## config.mk

```make
export PLATFORM = sky130hd
export DESIGN_NAME = dfp_normalize96
export DESIGN_NICKNAME = d
export VERILOG_FILES = /design/src/rtl/dfp_normalize96_pkg.sv /design/src/rtl/dfp_normalize96_lzd.sv /design/src/rtl/dfp_normalize96.sv
export SDC_FILE = /design/constraint.sdc
export NUM_CORES = 1
export LEC_CHECK = 0
export BUFFER_PORTS_ARGS = -buffer_cell sky130_fd_sc_hd__buf_2
export CAP_MARGIN = 20
export CORE_UTILIZATION = 50
export CTS_BUF_LIST = sky130_fd_sc_hd__clkbuf_4 sky130_fd_sc_hd__clkbuf_8
export CTS_CLUSTER_DIAMETER = 30
export CTS_CLUSTER_SIZE = 30
export DETAILED_ROUTE_END_ITERATION = 12
export GPL_TIMING_DRIVEN = 0
export HOLD_SLACK_MARGIN = 0.08
export PLACE_DENSITY = 0.77
export SLEW_MARGIN = 5
export SYNTH_ARGS = -nofsm -noshare
export SYNTH_HDL_FRONTEND = slang
export SYNTH_SLANG_ARGS = --single-unit
```

## constraint.sdc

```tcl
create_clock -name clk -period 4.5 [get_ports clk]
set_clock_uncertainty 0.15 [all_clocks]
set_input_delay 0.675 -clock clk [delete_from_list [all_inputs] [get_ports clk]]
set_output_delay 0.675 -clock clk [all_outputs]
set_load 0.01 [all_outputs]
```

## src/rtl/dfp_normalize96_pkg.sv

```systemverilog
// Shared types and constants for the 96-bit decimal floating-point normaliser.
package DFPPkg;

    localparam int unsigned DFP_N      = 25;
    localparam int unsigned DFP_EXP_W  = 12;
    localparam int unsigned DFP_XSIG_W = (DFP_N + 3) * 4;
    localparam int unsigned DFP_OSIG_W = (DFP_N + 1) * 4;

    localparam logic [DFP_EXP_W-1:0] DFP_EXP_INF = 12'hBFF;

    typedef enum logic [1:0] {
        ST_IDLE,
        ST_RSHIFT,
        ST_LSHIFT,
        ST_FIN
    } dfpnorm_state_e;

    // Unnormalised value: overflow digit, N digits, round digit, sticky digit.
    typedef struct packed {
        logic                  nan;
        logic                  qnan;
        logic                  snan;
        logic                  infinity;
        logic                  sign;
        logic [DFP_EXP_W-1:0]  exp;
        logic [DFP_XSIG_W-1:0] sig;
    } DFP96UNX;

    // Normalised value: N digits followed by the round digit.
    typedef struct packed {
        logic                  nan;
        logic                  qnan;
        logic                  snan;
        logic                  infinity;
        logic                  sign;
        logic [DFP_EXP_W-1:0]  exp;
        logic [DFP_OSIG_W-1:0] sig;
    } DFP96UN;

    // Fold the sticky flag into the round digit so 0 and 5 are never ambiguous.
    function automatic logic [3:0] fold_sticky(input logic [3:0] rd, input logic stk);
        if (stk && rd == 4'd0) return 4'd1;
        if (stk && rd == 4'd5) return 4'd6;
        return rd;
    endfunction

endpackage

```

## src/rtl/dfp_normalize96_lzd.sv

```systemverilog
// Combinational leading-zero counter over D BCD digits (D when all zero).
module dfp_lzd_digits #(
    parameter int unsigned D = 26
) (
    input  logic [D*4-1:0]         digits,
    output logic [$clog2(D+1)-1:0] lz_c
);

    localparam int unsigned CW = $clog2(D + 1);

    // Scan from the most significant digit; first non-zero digit fixes the count.
    always_comb begin
        logic found;
        lz_c  = CW'(D);
        found = 1'b0;
        for (int k = int'(D) - 1; k >= 0; k--) begin
            if (!found && digits[k*4 +: 4] != 4'd0) begin
                lz_c  = CW'(int'(D) - 1 - k);
                found = 1'b1;
            end
        end
    end

endmodule

```

## src/rtl/dfp_normalize96.sv

```systemverilog
// Decimal FP normaliser: one right shift on overflow, otherwise left shift
// until the MSD is non-zero or the exponent bottoms out (denormal).
// Build option DFPNORM_FAST_LZ_EN: do the whole left shift in a single cycle.
module dfp_normalize96
    import DFPPkg::*;
#(
    parameter int unsigned N = DFP_N
) (
    input  logic    clk,
    input  logic    rst,
    input  logic    ce,
    input  logic    ld,
    input  DFP96UNX i,
    output DFP96UN  o,
    output logic    done,
    output logic    busy
);

    localparam int unsigned WD  = N + 2;          // overflow + N + round digits
    localparam int unsigned WW  = WD * 4;
    localparam int unsigned LD  = N + 1;          // N + round digits
    localparam int unsigned LZW = $clog2(LD + 1);

    dfpnorm_state_e state_q, state_d;
    logic                 ws_q,   ws_d;
    logic [DFP_EXP_W-1:0] wx_q,   wx_d;
    logic [WW-1:0]        wsig_q, wsig_d;
    logic                 wstk_q, wstk_d;
    logic                 wnan_q, wnan_d;
    logic                 wqnan_q, wqnan_d;
    logic                 wsnan_q, wsnan_d;
    logic                 winf_q, winf_d;
    DFP96UN               o_q,    o_d;
    logic                 done_q, done_d;
    logic                 busy_q, busy_d;

    logic [LD*4-1:0] lzd_in_c;
    logic [LZW-1:0]  lz_c;
    logic            nonzero_c;
    logic            msd_zero_c;
    logic [3:0]      rd_c;

    // The counter looks at the incoming value while idle, else the working value.
    assign lzd_in_c   = (state_q == ST_IDLE) ? i.sig[(N+2)*4-1:4] : wsig_q[LD*4-1:0];
    assign nonzero_c  = (lz_c != LZW'(LD));
    assign msd_zero_c = (lz_c != '0);

    dfp_lzd_digits #(.D(LD)) u_lzd (
        .digits (lzd_in_c),
        .lz_c   (lz_c)
    );

    // Next-state and datapath update.
    always_comb begin
        state_d = state_q;
        ws_d    = ws_q;
        wx_d    = wx_q;
        wsig_d  = wsig_q;
        wstk_d  = wstk_q;
        wnan_d  = wnan_q;
        wqnan_d = wqnan_q;
        wsnan_d = wsnan_q;
        winf_d  = winf_q;
        o_d     = o_q;
        done_d  = done_q;
        rd_c    = (wnan_q || winf_q) ? wsig_q[3:0] : fold_sticky(wsig_q[3:0], wstk_q);
`ifdef DFPNORM_FAST_LZ_EN
        begin : fast_amt
            logic [DFP_EXP_W-1:0] amt;
            amt = (DFP_EXP_W'(lz_c) < wx_q) ? DFP_EXP_W'(lz_c) : wx_q;
`endif
        if (ce) begin
            done_d = 1'b0;
            unique case (state_q)
                ST_IDLE: begin
                    if (ld) begin
                        ws_d    = i.sign;
                        wx_d    = i.exp;
                        wsig_d  = i.sig[DFP_XSIG_W-1:4];
                        wstk_d  = (i.sig[3:0] != 4'd0);
                        wnan_d  = i.nan;
                        wqnan_d = i.qnan;
                        wsnan_d = i.snan;
                        winf_d  = i.infinity;
                        if (i.nan || i.infinity)
                            state_d = ST_FIN;
                        else if (i.sig[DFP_XSIG_W-1 -: 4] != 4'd0)
                            state_d = ST_RSHIFT;
                        else if (msd_zero_c && nonzero_c && i.exp != '0)
                            state_d = ST_LSHIFT;
                        else
                            state_d = ST_FIN;
                    end
                end
                ST_RSHIFT: begin
                    wsig_d  = wsig_q >> 4;
                    wstk_d  = wstk_q | (wsig_q[3:0] != 4'd0);
                    wx_d    = wx_q + DFP_EXP_W'(1);
                    if (wx_q + DFP_EXP_W'(1) == DFP_EXP_INF) begin
                        winf_d = 1'b1;
                        wsig_d = '0;
                        wstk_d = 1'b0;
                    end
                    state_d = ST_FIN;
                end
                ST_LSHIFT: begin
`ifdef DFPNORM_FAST_LZ_EN
                    wsig_d  = wsig_q << {amt, 2'b00};
                    wx_d    = wx_q - amt;
                    state_d = ST_FIN;
`else
                    wsig_d  = wsig_q << 4;
                    wx_d    = wx_q - DFP_EXP_W'(1);
                    // Decide on the post-shift value so the last shift goes straight to FIN.
                    state_d = (lz_c >= LZW'(2) && nonzero_c && wx_q != DFP_EXP_W'(1))
                              ? ST_LSHIFT : ST_FIN;
`endif
                end
                ST_FIN: begin
                    o_d.nan      = wnan_q;
                    o_d.qnan     = wqnan_q;
                    o_d.snan     = wsnan_q;
                    o_d.infinity = winf_q;
                    o_d.sign     = ws_q;
                    o_d.exp      = wx_q;
                    o_d.sig      = {wsig_q[LD*4-1:4], rd_c};
                    done_d       = 1'b1;
                    state_d      = ST_IDLE;
                end
                default: state_d = ST_IDLE;
            endcase
        end
`ifdef DFPNORM_FAST_LZ_EN
        end
`endif
        busy_d = (state_d != ST_IDLE);
    end

    // State and output registers with synchronous reset.
    always_ff @(posedge clk) begin
        if (rst) begin
            state_q <= ST_IDLE;
            ws_q    <= 1'b0;
            wx_q    <= '0;
            wsig_q  <= '0;
            wstk_q  <= 1'b0;
            wnan_q  <= 1'b0;
            wqnan_q <= 1'b0;
            wsnan_q <= 1'b0;
            winf_q  <= 1'b0;
            o_q     <= '0;
            done_q  <= 1'b0;
            busy_q  <= 1'b0;
        end else begin
            state_q <= state_d;
            ws_q    <= ws_d;
            wx_q    <= wx_d;
            wsig_q  <= wsig_d;
            wstk_q  <= wstk_d;
            wnan_q  <= wnan_d;
            wqnan_q <= wqnan_d;
            wsnan_q <= wsnan_d;
            winf_q  <= winf_d;
            o_q     <= o_d;
            done_q  <= done_d;
            busy_q  <= busy_d;
        end
    end

    assign o    = o_q;
    assign done = done_q;
    assign busy = busy_q;

endmodule

```

==> flow_summary.toml <==
[global_routing]
grt_max_degree = 14
grt_overflow = 0
grt_pass1_vias = 12600
gr-usage-all-layers = 0.336
grt_pass1_wl_um = 66600
antenna_found_initial = 1

[logic_synthesis]
yosysWarnings = 0
synth_edf_count = 0
mappedNetlistArea_mm2 = 0.0122
yosysSeqAreaShare = 0.411
netlist_instances = 1621
ys_types = 62
syn_nets = 1763
ys_ff_latch = 251
synthArstFlopShare = 0
synthFlopType = "dfxtp_1"
syn_avg_cell_area_um2 = 7.53

[clocking]
clock_latency_ns = 0.58
cts_root_buf = "clkbuf_8"
cts_tree = "done"
clock_sinks = 251
clock_path_buffers = 3
cts-buffers-inserted = 52
clkTransAtPathRegs_ns = 0.06
htreeDepth = 2
postCtsSetupBuffers = 0
cts_resized = 0
holdBufCountCts = 0

[drt]
viasPerCell = 6.01
ant_nets = 0
drt_iter0_drc = 1336
drc = 0
wl_um = 43300
drtPass1Iterations = 5
vias = 13800
routedWlPerCell_um = 18.9

[sta]
rsz0062_at_grt = "no"
slew_headroom = 0.229
maxSlewViolCount = 0
hold_violations = 0
fmax_mhz = 277
setup_slack_ns = 0.896
tns_ns = 0
fin_crit_ns = 3.60
worst_pin_slew_ns = 1.16
timing.final.crit_share = 0.801
setup_violations = 0

[cells_and_area]
area.growth.synth_to_final_pct = 24.6
drive_gt1_frac = 0.191
final_common_cell = "nand2_1"
finalNetCount = 2071
fillCellCount = 2221
final_cell_mix = "nand2_1 (374), buf_2 (260), dfxtp_1 (251)"

[floorplanning]
dieWidth_um = 158
initial_core_util = 0.516
fp.coreArea_mm2 = 0.0237
die_y_um = 158
num_rows = 56
pin_count = 256
die-area_mm2 = 0.0251

[critical_path]
cp-start-kind = "register"
arrival_ns = 3.90
crit_fanout = 10
required_ns = 4.79
critPathKind = "register to register"
end_kind = "register"

[placement]
post-place-ws_ns = 0.977
io_buffers = 253
gp_congestion = 0.956
hpwlAfterDp_um = 30900

[worst_hold_path]
min_path_type = "input port to register"

[job]
drv_cap = 0

[pwr]
irDropWorstVdd_uv = 294
power_leakage_nw = 6.11
power.density_mw_per_mm2 = 449

[outcome]
outcome = "completed"
[per-stage QoR]
| step | area (um2) | power [mW] | cells | util | hold slack, ns |
|---|---|---|---|---|---|
| after floorplan | 12200 | 3.34 | 1621 | - | 0.282 |
| after global placement | 13900 | 3.79 | 2193 | 0.586 | 0.286 |
| after detailed placement | 13900 | 3.81 | 2193 | 0.586 | 0.294 |
| after CTS | 15200 | 6.79 | 2290 | 0.642 | 0.164 |
| after global routing | 15200 | 7.06 | 2292 | 0.643 | 0.201 |
| final | 15200 | 6.83 | 2292 | 0.643 | 0.186 |
[critical path: stages (launching register included)]
cell	delay [ns]
dfxtp_1	0.36
inv_1	0.11
ha_1	0.29
clkbuf_1	0.49
clkbuf_1	0.59
clkbuf_1	0.55
clkbuf_1	0.50
o211ai_1	0.20
o211ai_1	0.14
a21oi_1	0.09
[synthesized netlist by cell type (15+ instances only)]
master / number / share of area
nand2_1: 374 / 0.11
dfxtp_1: 251 / 0.41
a21oi_1: 243 / 0.10
nor2_1: 136 / 0.042
clkbuf_1: 120 / 0.037
a311oi_1: 103 / 0.074
and3_1: 101 / 0.052
nor4_1: 25 / 0.013
o21ai_0: 23 / 0.0094
nor3_1: 22 / 0.0090
inv_1: 16 / 0.0049
mux2i_1: 16 / 0.013
or4_1: 15 / 0.0092
[sequential cells by signal (all words and copies together) (netlist names), 2 cells and up]
register,cells
wsig_q,108
wx_q,12
o,121
state_q,2
[final timing paths]
path              depth (start not counted)       to       start  slack [ns]
setup / recovery                          9  wx_q[1]  state_q[0]        0.90
hold / removal                            3  wsnan_q      i[126]        0.19
setup reg to reg                          9  wx_q[1]  state_q[0]        0.90
hold reg to reg                           2   o[113]      o[113]        0.30
[layer usage]
metal,vias up,part of all wire,track usage
met3,117,0.099,0.0675
met5,-,0,0
met1,6419,0.42,0.446
li1,6459,-,-
met2,769,0.45,0.539
met4,0,0.029,0.126
[area by class of cell]
class | count | area [um2] | share of cell area
Clock buffer | 66 | 883 | 0.0580
Sequential cell | 251 | 5020 | 0.330
Tap cell | 319 | 399 | 0.0262
Inverter | 17 | 63.8 | 0.00419
Buffer | 146 | 609 | 0.0400
Antenna cell | 1 | 2.50 | 0.000164
Multi-Input combinational cell | 1207 | 6520 | 0.428
Clock inverter | 31 | 444 | 0.0292
Timing Repair Buffer | 254 | 1280 | 0.0842
[report_power, final]
part	switching (mW)	internal, mW	leakage (nW)
registers	0.194	2.37	2.05
clock network	1.12	1.89	0.672
logic	0.840	0.424	3.39
[logic make-up (layout without fill, tap and decap cells)]
kind of cell,Yosys count,in the layout,synth area share
AND/OR/NAND/NOR,725,725,0.270
AO/OA/AOI/OAI,453,453,0.239
flip-flops,251,251,0.411
buffers and inverters,163,514,0.0551
multiplexers,16,16,0.0131
adder cells (fa/ha/maj),9,9,0.00922
XOR/XNOR,4,4,0.00287
other,0,1,0
(Power assumes the default switching activity.)
